`src/rtl/ld_str_mem_port_pkg.sv`:
```
// Shared definitions for the load/store memory port: FSM encoding, default
// widths and the accept-state helper used by the top.
package ld_str_mem_port_pkg;

  localparam int N_DEF       = 32;
  localparam int TIMEOUT_DEF = 15;
  localparam int TW_DEF      = 4;

  localparam logic [1:0] ST_IDLE = 2'd0;
  localparam logic [1:0] ST_REQ  = 2'd1;
  localparam logic [1:0] ST_DONE = 2'd2;
  localparam logic [1:0] ST_ERR  = 2'd3;

  // Every state except REQ can take a new op.
  function automatic logic is_accept_state(input logic [1:0] st);
    return (st != ST_REQ);
  endfunction

endpackage

```
`src/rtl/ld_str_mem_port_if.sv`:
```
// Data-memory bus between the load/store port (master) and the memory (slave).
interface ld_str_mem_port_if #(
  parameter int n = 32
) ();

  logic         mem_req;
  logic         mem_we;
  logic [n-1:0] mem_addr;
  logic [n-1:0] mem_wdata;
  logic [n-1:0] mem_rdata;
  logic         mem_ack;

  modport master (
    output mem_req,
    output mem_we,
    output mem_addr,
    output mem_wdata,
    input  mem_rdata,
    input  mem_ack
  );

  modport slave (
    input  mem_req,
    input  mem_we,
    input  mem_addr,
    input  mem_wdata,
    output mem_rdata,
    output mem_ack
  );

endinterface

```
`src/rtl/ld_str_mem_port_timeout_ctr.sv`:
```
// Request-cycle counter: cleared when an op is accepted, counts REQ cycles
// without ack, and flags the last allowed cycle.
module ld_str_mem_port_timeout_ctr #(
  parameter int TW      = 4,
  parameter int TIMEOUT = 15
) (
  input  logic clk,
  input  logic clr,
  input  logic clear,
  input  logic enable,
  output logic expire
);

  localparam logic [TW-1:0] LAST = TW'(TIMEOUT - 1);

  logic [TW-1:0] cnt_q;
  logic [TW-1:0] cnt_d;

  assign expire = (cnt_q == LAST);

  // Next count; holding at LAST keeps the counter from ever wrapping.
  always_comb begin
    cnt_d = cnt_q;
    if (clear) begin
      cnt_d = {TW{1'b0}};
    end else if (enable && !expire) begin
      cnt_d = cnt_q + TW'(1);
    end else begin
      cnt_d = cnt_q;
    end
  end

  // Counter register with synchronous active-low reset.
  always_ff @(posedge clk) begin
    if (!clr) begin
      cnt_q <= {TW{1'b0}};
    end else begin
      cnt_q <= cnt_d;
    end
  end

endmodule

```
`src/rtl/ld_str_mem_port.sv`:
```
// Load/store memory port: performs one latched load or store on the data bus
// with req/ack, returns load data, stalls the pipe while busy, times out.
module ld_str_mem_port
  import ld_str_mem_port_pkg::*;
#(
  parameter int n       = N_DEF,
  parameter int TIMEOUT = TIMEOUT_DEF,
  parameter int TW      = TW_DEF
) (
  input  logic                 clk,
  input  logic                 clr,
  input  logic                 start,
  input  logic                 is_store,
  input  logic [n-1:0]         addr,
  input  logic [n-1:0]         wdata,
  ld_str_mem_port_if.master    mem,
  output logic [n-1:0]         rdata,
  output logic                 done,
  output logic                 err,
  output logic                 stall
);

  logic [1:0]   state_q, state_d;
  logic         req_q, req_d;
  logic         we_q, we_d;
  logic [n-1:0] addr_q, addr_d;
  logic [n-1:0] wdata_q, wdata_d;
  logic [n-1:0] rdata_q, rdata_d;
  logic         done_q, done_d;
  logic         err_q, err_d;

  logic accept_s;
  logic take_s;
  logic in_req_s;
  logic expire_s;

  assign accept_s = is_accept_state(state_q);
  assign take_s   = accept_s & start;
  assign in_req_s = (state_q == ST_REQ);

  ld_str_mem_port_timeout_ctr #(
    .TW      (TW),
    .TIMEOUT (TIMEOUT)
  ) u_timeout_ctr (
    .clk    (clk),
    .clr    (clr),
    .clear  (take_s),
    .enable (in_req_s & ~mem.mem_ack),
    .expire (expire_s)
  );

  // FSM next state; an ack in the final allowed cycle still wins over timeout.
  always_comb begin
    state_d = state_q;
    case (state_q)
      ST_IDLE: begin
        if (start) state_d = ST_REQ;
        else       state_d = ST_IDLE;
      end
      ST_REQ: begin
        if (mem.mem_ack)   state_d = ST_DONE;
        else if (expire_s) state_d = ST_ERR;
        else               state_d = ST_REQ;
      end
      ST_DONE, ST_ERR: begin
        if (start) state_d = ST_REQ;
        else       state_d = ST_IDLE;
      end
      default: state_d = ST_IDLE;
    endcase
  end

  // Datapath next values: request registers load on accept, rdata only on load ack.
  always_comb begin
    req_d   = (state_d == ST_REQ);
    done_d  = (state_d == ST_DONE) || (state_d == ST_ERR);
    we_d    = we_q;
    addr_d  = addr_q;
    wdata_d = wdata_q;
    rdata_d = rdata_q;
    err_d   = err_q;
    if (take_s) begin
      we_d    = is_store;
      addr_d  = addr;
      wdata_d = wdata;
      err_d   = 1'b0;
    end else if (in_req_s && (state_d == ST_ERR)) begin
      err_d   = 1'b1;
    end else begin
      err_d   = err_q;
    end
    if (in_req_s && mem.mem_ack && !we_q) begin
      rdata_d = mem.mem_rdata;
    end else begin
      rdata_d = rdata_q;
    end
  end

  // State and output registers, synchronous active-low reset.
  always_ff @(posedge clk) begin
    if (!clr) begin
      state_q <= ST_IDLE;
      req_q   <= 1'b0;
      we_q    <= 1'b0;
      addr_q  <= {n{1'b0}};
      wdata_q <= {n{1'b0}};
      rdata_q <= {n{1'b0}};
      done_q  <= 1'b0;
      err_q   <= 1'b0;
    end else begin
      state_q <= state_d;
      req_q   <= req_d;
      we_q    <= we_d;
      addr_q  <= addr_d;
      wdata_q <= wdata_d;
      rdata_q <= rdata_d;
      done_q  <= done_d;
      err_q   <= err_d;
    end
  end

  assign mem.mem_req   = req_q;
  assign mem.mem_we    = we_q;
  assign mem.mem_addr  = addr_q;
  assign mem.mem_wdata = wdata_q;
  assign rdata         = rdata_q;
  assign done          = done_q;
  assign err           = err_q;
  assign stall         = req_q;

endmodule

```
`src/flat_wrapper.sv`:
```
// flat-port wrapper written by rule: the top's interface ports become plain ports
module ld_str_mem_port_flat import ld_str_mem_port_pkg::*;
#(
  parameter int n       = N_DEF,
  parameter int TIMEOUT = TIMEOUT_DEF,
  parameter int TW      = TW_DEF
)
  (clk, clr, start, is_store, addr, wdata, rdata, done, err, stall, mem_mem_req, mem_mem_we, mem_mem_addr, mem_mem_wdata, mem_mem_rdata, mem_mem_ack);
  ld_str_mem_port_if #(.n(n)) mem_i ();
  input  logic clk;
  input  logic clr;
  input  logic start;
  input  logic is_store;
  input  logic [n-1:0] addr;
  input  logic [n-1:0] wdata;
  output logic [n-1:0] rdata;
  output logic done;
  output logic err;
  output logic stall;
  output wire logic [$bits(mem_i.mem_req)-1:0] mem_mem_req;
  output wire logic [$bits(mem_i.mem_we)-1:0] mem_mem_we;
  output wire logic [$bits(mem_i.mem_addr)-1:0] mem_mem_addr;
  output wire logic [$bits(mem_i.mem_wdata)-1:0] mem_mem_wdata;
  input wire logic [$bits(mem_i.mem_rdata)-1:0] mem_mem_rdata;
  input wire logic [$bits(mem_i.mem_ack)-1:0] mem_mem_ack;
  assign mem_mem_req = mem_i.mem_req;
  assign mem_mem_we = mem_i.mem_we;
  assign mem_mem_addr = mem_i.mem_addr;
  assign mem_mem_wdata = mem_i.mem_wdata;
  assign mem_i.mem_rdata = mem_mem_rdata;
  assign mem_i.mem_ack = mem_mem_ack;
  ld_str_mem_port #(.n(n), .TIMEOUT(TIMEOUT), .TW(TW)) u_core (.clk(clk), .clr(clr), .start(start), .is_store(is_store), .addr(addr), .wdata(wdata), .mem(mem_i), .rdata(rdata), .done(done), .err(err), .stall(stall));
endmodule
```
`config.mk`:
```
export PLATFORM = sky130hd
export DESIGN_NAME = ld_str_mem_port_flat
export DESIGN_NICKNAME = d
export VERILOG_FILES = /design/src/rtl/ld_str_mem_port_pkg.sv /design/src/rtl/ld_str_mem_port_if.sv /design/src/rtl/ld_str_mem_port_timeout_ctr.sv /design/src/rtl/ld_str_mem_port.sv /design/src/flat_wrapper.sv
export SDC_FILE = /design/constraint.sdc
export NUM_CORES = 1
export LEC_CHECK = 0
export BUFFER_PORTS_ARGS = -buffer_cell sky130_fd_sc_hd__buf_2
export CORE_MARGIN = 2
export CORE_UTILIZATION = 45
export DETAILED_ROUTE_END_ITERATION = 6
export PLACE_DENSITY = 0.77
export SLEW_MARGIN = 10
export SYNTH_ARGS = -nofsm -noshare
export SYNTH_HDL_FRONTEND = slang
export SYNTH_SLANG_ARGS = --single-unit
```
`constraint.sdc`:
```
create_clock -name clk -period 1.7 [get_ports clk]
set_clock_uncertainty 0.1 [all_clocks]
set_input_delay 0.255 -clock clk [delete_from_list [all_inputs] [get_ports clk]]
set_output_delay 0.255 -clock clk [all_outputs]
set_load 0.01 [all_outputs]
```
==> metrics.csv <==
stage,metric,value,unit
critical_path,R2R cell count,5,
route,DR pass1 iterations,6,
global_route,vias in the first global route,3898,
sta,fin crit period,1520,ps
placement,hpwl dp,7700,um
clocking,# clock sinks,106,
min_path,worst hold path type,input port to flip-flop,
critical_path,WS Path Type,flip-flop to flip-flop,
finish,diode count,0,
route,routed wire length per instance,14.4,um
synthesis,Yosys cell types,31,
global_route,initial antenna violation count,0,
global_route,GRT met3 Usage,6.44,%
clocking,TritonCTS Buffers,9,
clocking,clock root cell,clkbuf_8,
synthesis,most frequent cell after synthesis,dfxtp_1,
sta,Fin Hold WS,30.2,ps
route,drt drc,0,
synthesis,Post-synth ARST share,0,%
clocking,CTS resizes,0,
global_route,first-pass GRT wire length,18000,um
synthesis,"area leader, netlist",dfxtp_1,
synthesis,Synth area leaders,"dfxtp_1 (53%), a21oi_1 (13%), nand3_1 (8.5%), o21ai_0 (7.5%), nand2_1 (6.0%)",
global_route,largest net degree at the start of global routing,68,
synthesis,Ys Warns,0,
critical_path,Startpoint Class,flip-flop,
clocking,hold_buf cts,0,
synthesis,number of synthesized flops with an enable pin,0,
global_route,GRT overflow,0,
clocking,"Setup Fix Bufs, Post-CTS",0,
sta,crit share post-route,89.2,%
critical_path,reg2reg start,u_core.u_timeout_ctr.cnt_q[0],
finish,share of cells above drive strength 1,35.7,%
clocking,deepest clock path buffer count,2,
synthesis,Post-synth top cells,"dfxtp_1 (106), a21oi_1 (102), nand3_1 (68), nand2_1 (64), o21ai_0 (60)",
critical_path,reg2reg end,u_core.u_timeout_ctr.cnt_q[3],
synthesis,syn_nets,583,
sta,f_max,660,MHz
clocking,H-tree depth,3,
sta,# setup viols final,0,
sta,Final Hold Vio Count,0,
synthesis,synthesis-stage register bit count,106,
floorplan,# rows,34,
route,vias,4051,
synthesis,Synth top area share,53.0,%
floorplan,die width,98.3,um
pwr,Power Density,956,nW/um^2
route,Vias/cell,5.27,
clocking,CTS clock-pin slew for the worst setup and hold paths,100,ps
critical_path,crit path max fanout,4,
global_route,met2 Resource Use GR,37.5,%
finish,final-stage net count,759,
critical_path,flop2flop setup slack,180,ps
route,Total Wirelength,11100,um
critical_path,WP data required,1830,ps
pwr,P_leak,2.37,nW
critical_path,critical path endpoint,u_core.u_timeout_ctr.cnt_q[3],
synthesis,Cells after Synth,480,
clocking,latest clock arrival within the worst-skew pair,350,ps
global_route,GRT busiest layer,met2,
synthesis,synthesized area,4000,um^2
placement,count of buffers from port buffering,201,
status,status,finished clean,
route,post-route ant nets,0,
floorplan,Chip Height,98.3,um
floorplan,Die ar.,9660,um^2
sta,slew margin rel.,54.4,%
floorplan,io pins,202,
sta,Slew @ Worst Pin,683,ps
placement,DP Cell Count,753,
placement,RePlAce Congestion,0.797,
pwr,Peak supply drop,0.466,mV
sta,Max Slew Vio Count,0,
floorplan,core area,8680,um^2
synthesis,Mean Syn Cell Area,8.34,um^2
run,max_cap viols,0,
clocking,TritonCTS clock tree,yes,
global_route,GRT Resource Usage Total,22.4,%
critical_path,Worst EP arrival,1650,ps
critical_path,CP startpoint,u_core.u_timeout_ctr.cnt_q[0],
synthesis,predominant post-synthesis flop cell,dfxtp_1,
sta,RSZ-0062 raised after global routing,false,
critical_path,Setup crit end kind,flip-flop,
synthesis,part of the Yosys area used for sequential elements,53.0,%
finish,fin cells,769,
sta,setup tns final,0,ps
route,starting DRC count in detailed routing,137,
floorplan,starting density of the core,46.1,%
finish,area grow syn2layout,32.1,%
global_route,met1 Use GR,27.9,%
==> cells by family after synthesis <==
| family | share of synthesized area (%) |
|---|---|
| AO/OA/AOI/OAI | 22.5 |
| flip-flops | 53.0 |
| adder cells (fa/ha/maj) | 0.625 |
| buffers and inverters | 6.72 |
| AND/OR/NAND/NOR | 17.1 |
==> layer usage <==
layer	routed length (um)	vias to the layer above
met2	5400	170
met3	937	9
met5	0	-
met1	4650	1864
met4	94	0
li1	-	2008
==> through the flow <==
step / area (um^2) / setup slack [ps] / total power, W / utilization, %
5_1_grt: 5280 / 29.5 / 0.00529 / 60.9
3_5_place_dp: 5060 / 113 / 0.00345 / 58.3
3_3_place_gp: 5060 / 198 / 0.00343 / 58.3
4_1_cts: 5280 / 107 / 0.00508 / 60.8
6_report: 5280 / 184 / 0.00505 / 60.9
2_1_floorplan: 4000 / 338 / 0.00312 / -
==> registers in the layout, summed over array words and instances (netlist names) <==
name / count
u_core.state_q: 2
u_core.rdata: 32
u_core.mem.mem_we: 1
u_core.mem.mem_addr: 32
u_core.mem.mem_wdata: 32
u_core.err: 1
u_core.mem.mem_req: 1
u_core.u_timeout_ctr.cnt_q: 4
u_core.done: 1
==> layout by cell type (no fill, tap or decap), types with 5 or more instances in the layout <==
master    Yosys  routed
buf_4         2       6
a21oi_1     102     102
buf_12        0       5
dfxtp_1     106     106
buf_2        14     201
clkbuf_8      0       9
o21ai_1       5       5
o21ai_0      60      60
nand3_1      68      68
nand2_1      64      64
==> layout make-up <==
type,instances,area (um^2)
Fill cell,807,3390
Sequential cell,106,2120
Multi-Input combinational cell,322,1640
Timing Repair Buffer,213,1160
Clock buffer,12,135
Tap cell,108,135
Clock inverter,4,76.3
Inverter,4,15.0
==> worst max-delay path: stages, from the launching register on <==
cell and delay [ps]:
dfxtp_1 370, inv_1 80, ha_1 210, and3_1 230, o41ai_2 310, a21oi_1 100
==> power breakdown <==
part / total, W / leakage, nW / internal, W / switching [W]
sequential: 0.00267 / 0.867 / 0.00261 / 0.0000640
clock: 0.00165 / 0.101 / 0.000836 / 0.000818
combinational: 0.000723 / 1.40 / 0.000309 / 0.000414
total: 0.00505 / 2.37 / 0.00375 / 0.00130
==> how the worst min path moves through the flow <==
stage | to | slack, ps | start | depth (start not counted)
final | u_core.rdata[18] | 30 | mem_mem_rdata[18] | 3
after CTS | u_core.rdata[18] | 10 | mem_mem_rdata[18] | 3
after detailed placement | u_core.rdata[4] | 340 | u_core.rdata[4] | 2
after global placement | u_core.rdata[30] | 340 | u_core.rdata[30] | 2
after floorplan | u_core.mem.mem_req | 270 | clr | 1
after global routing | u_core.rdata[0] | 10 | mem_mem_rdata[0] | 3
No activity file was read; power rests on OpenSTA's default activity.
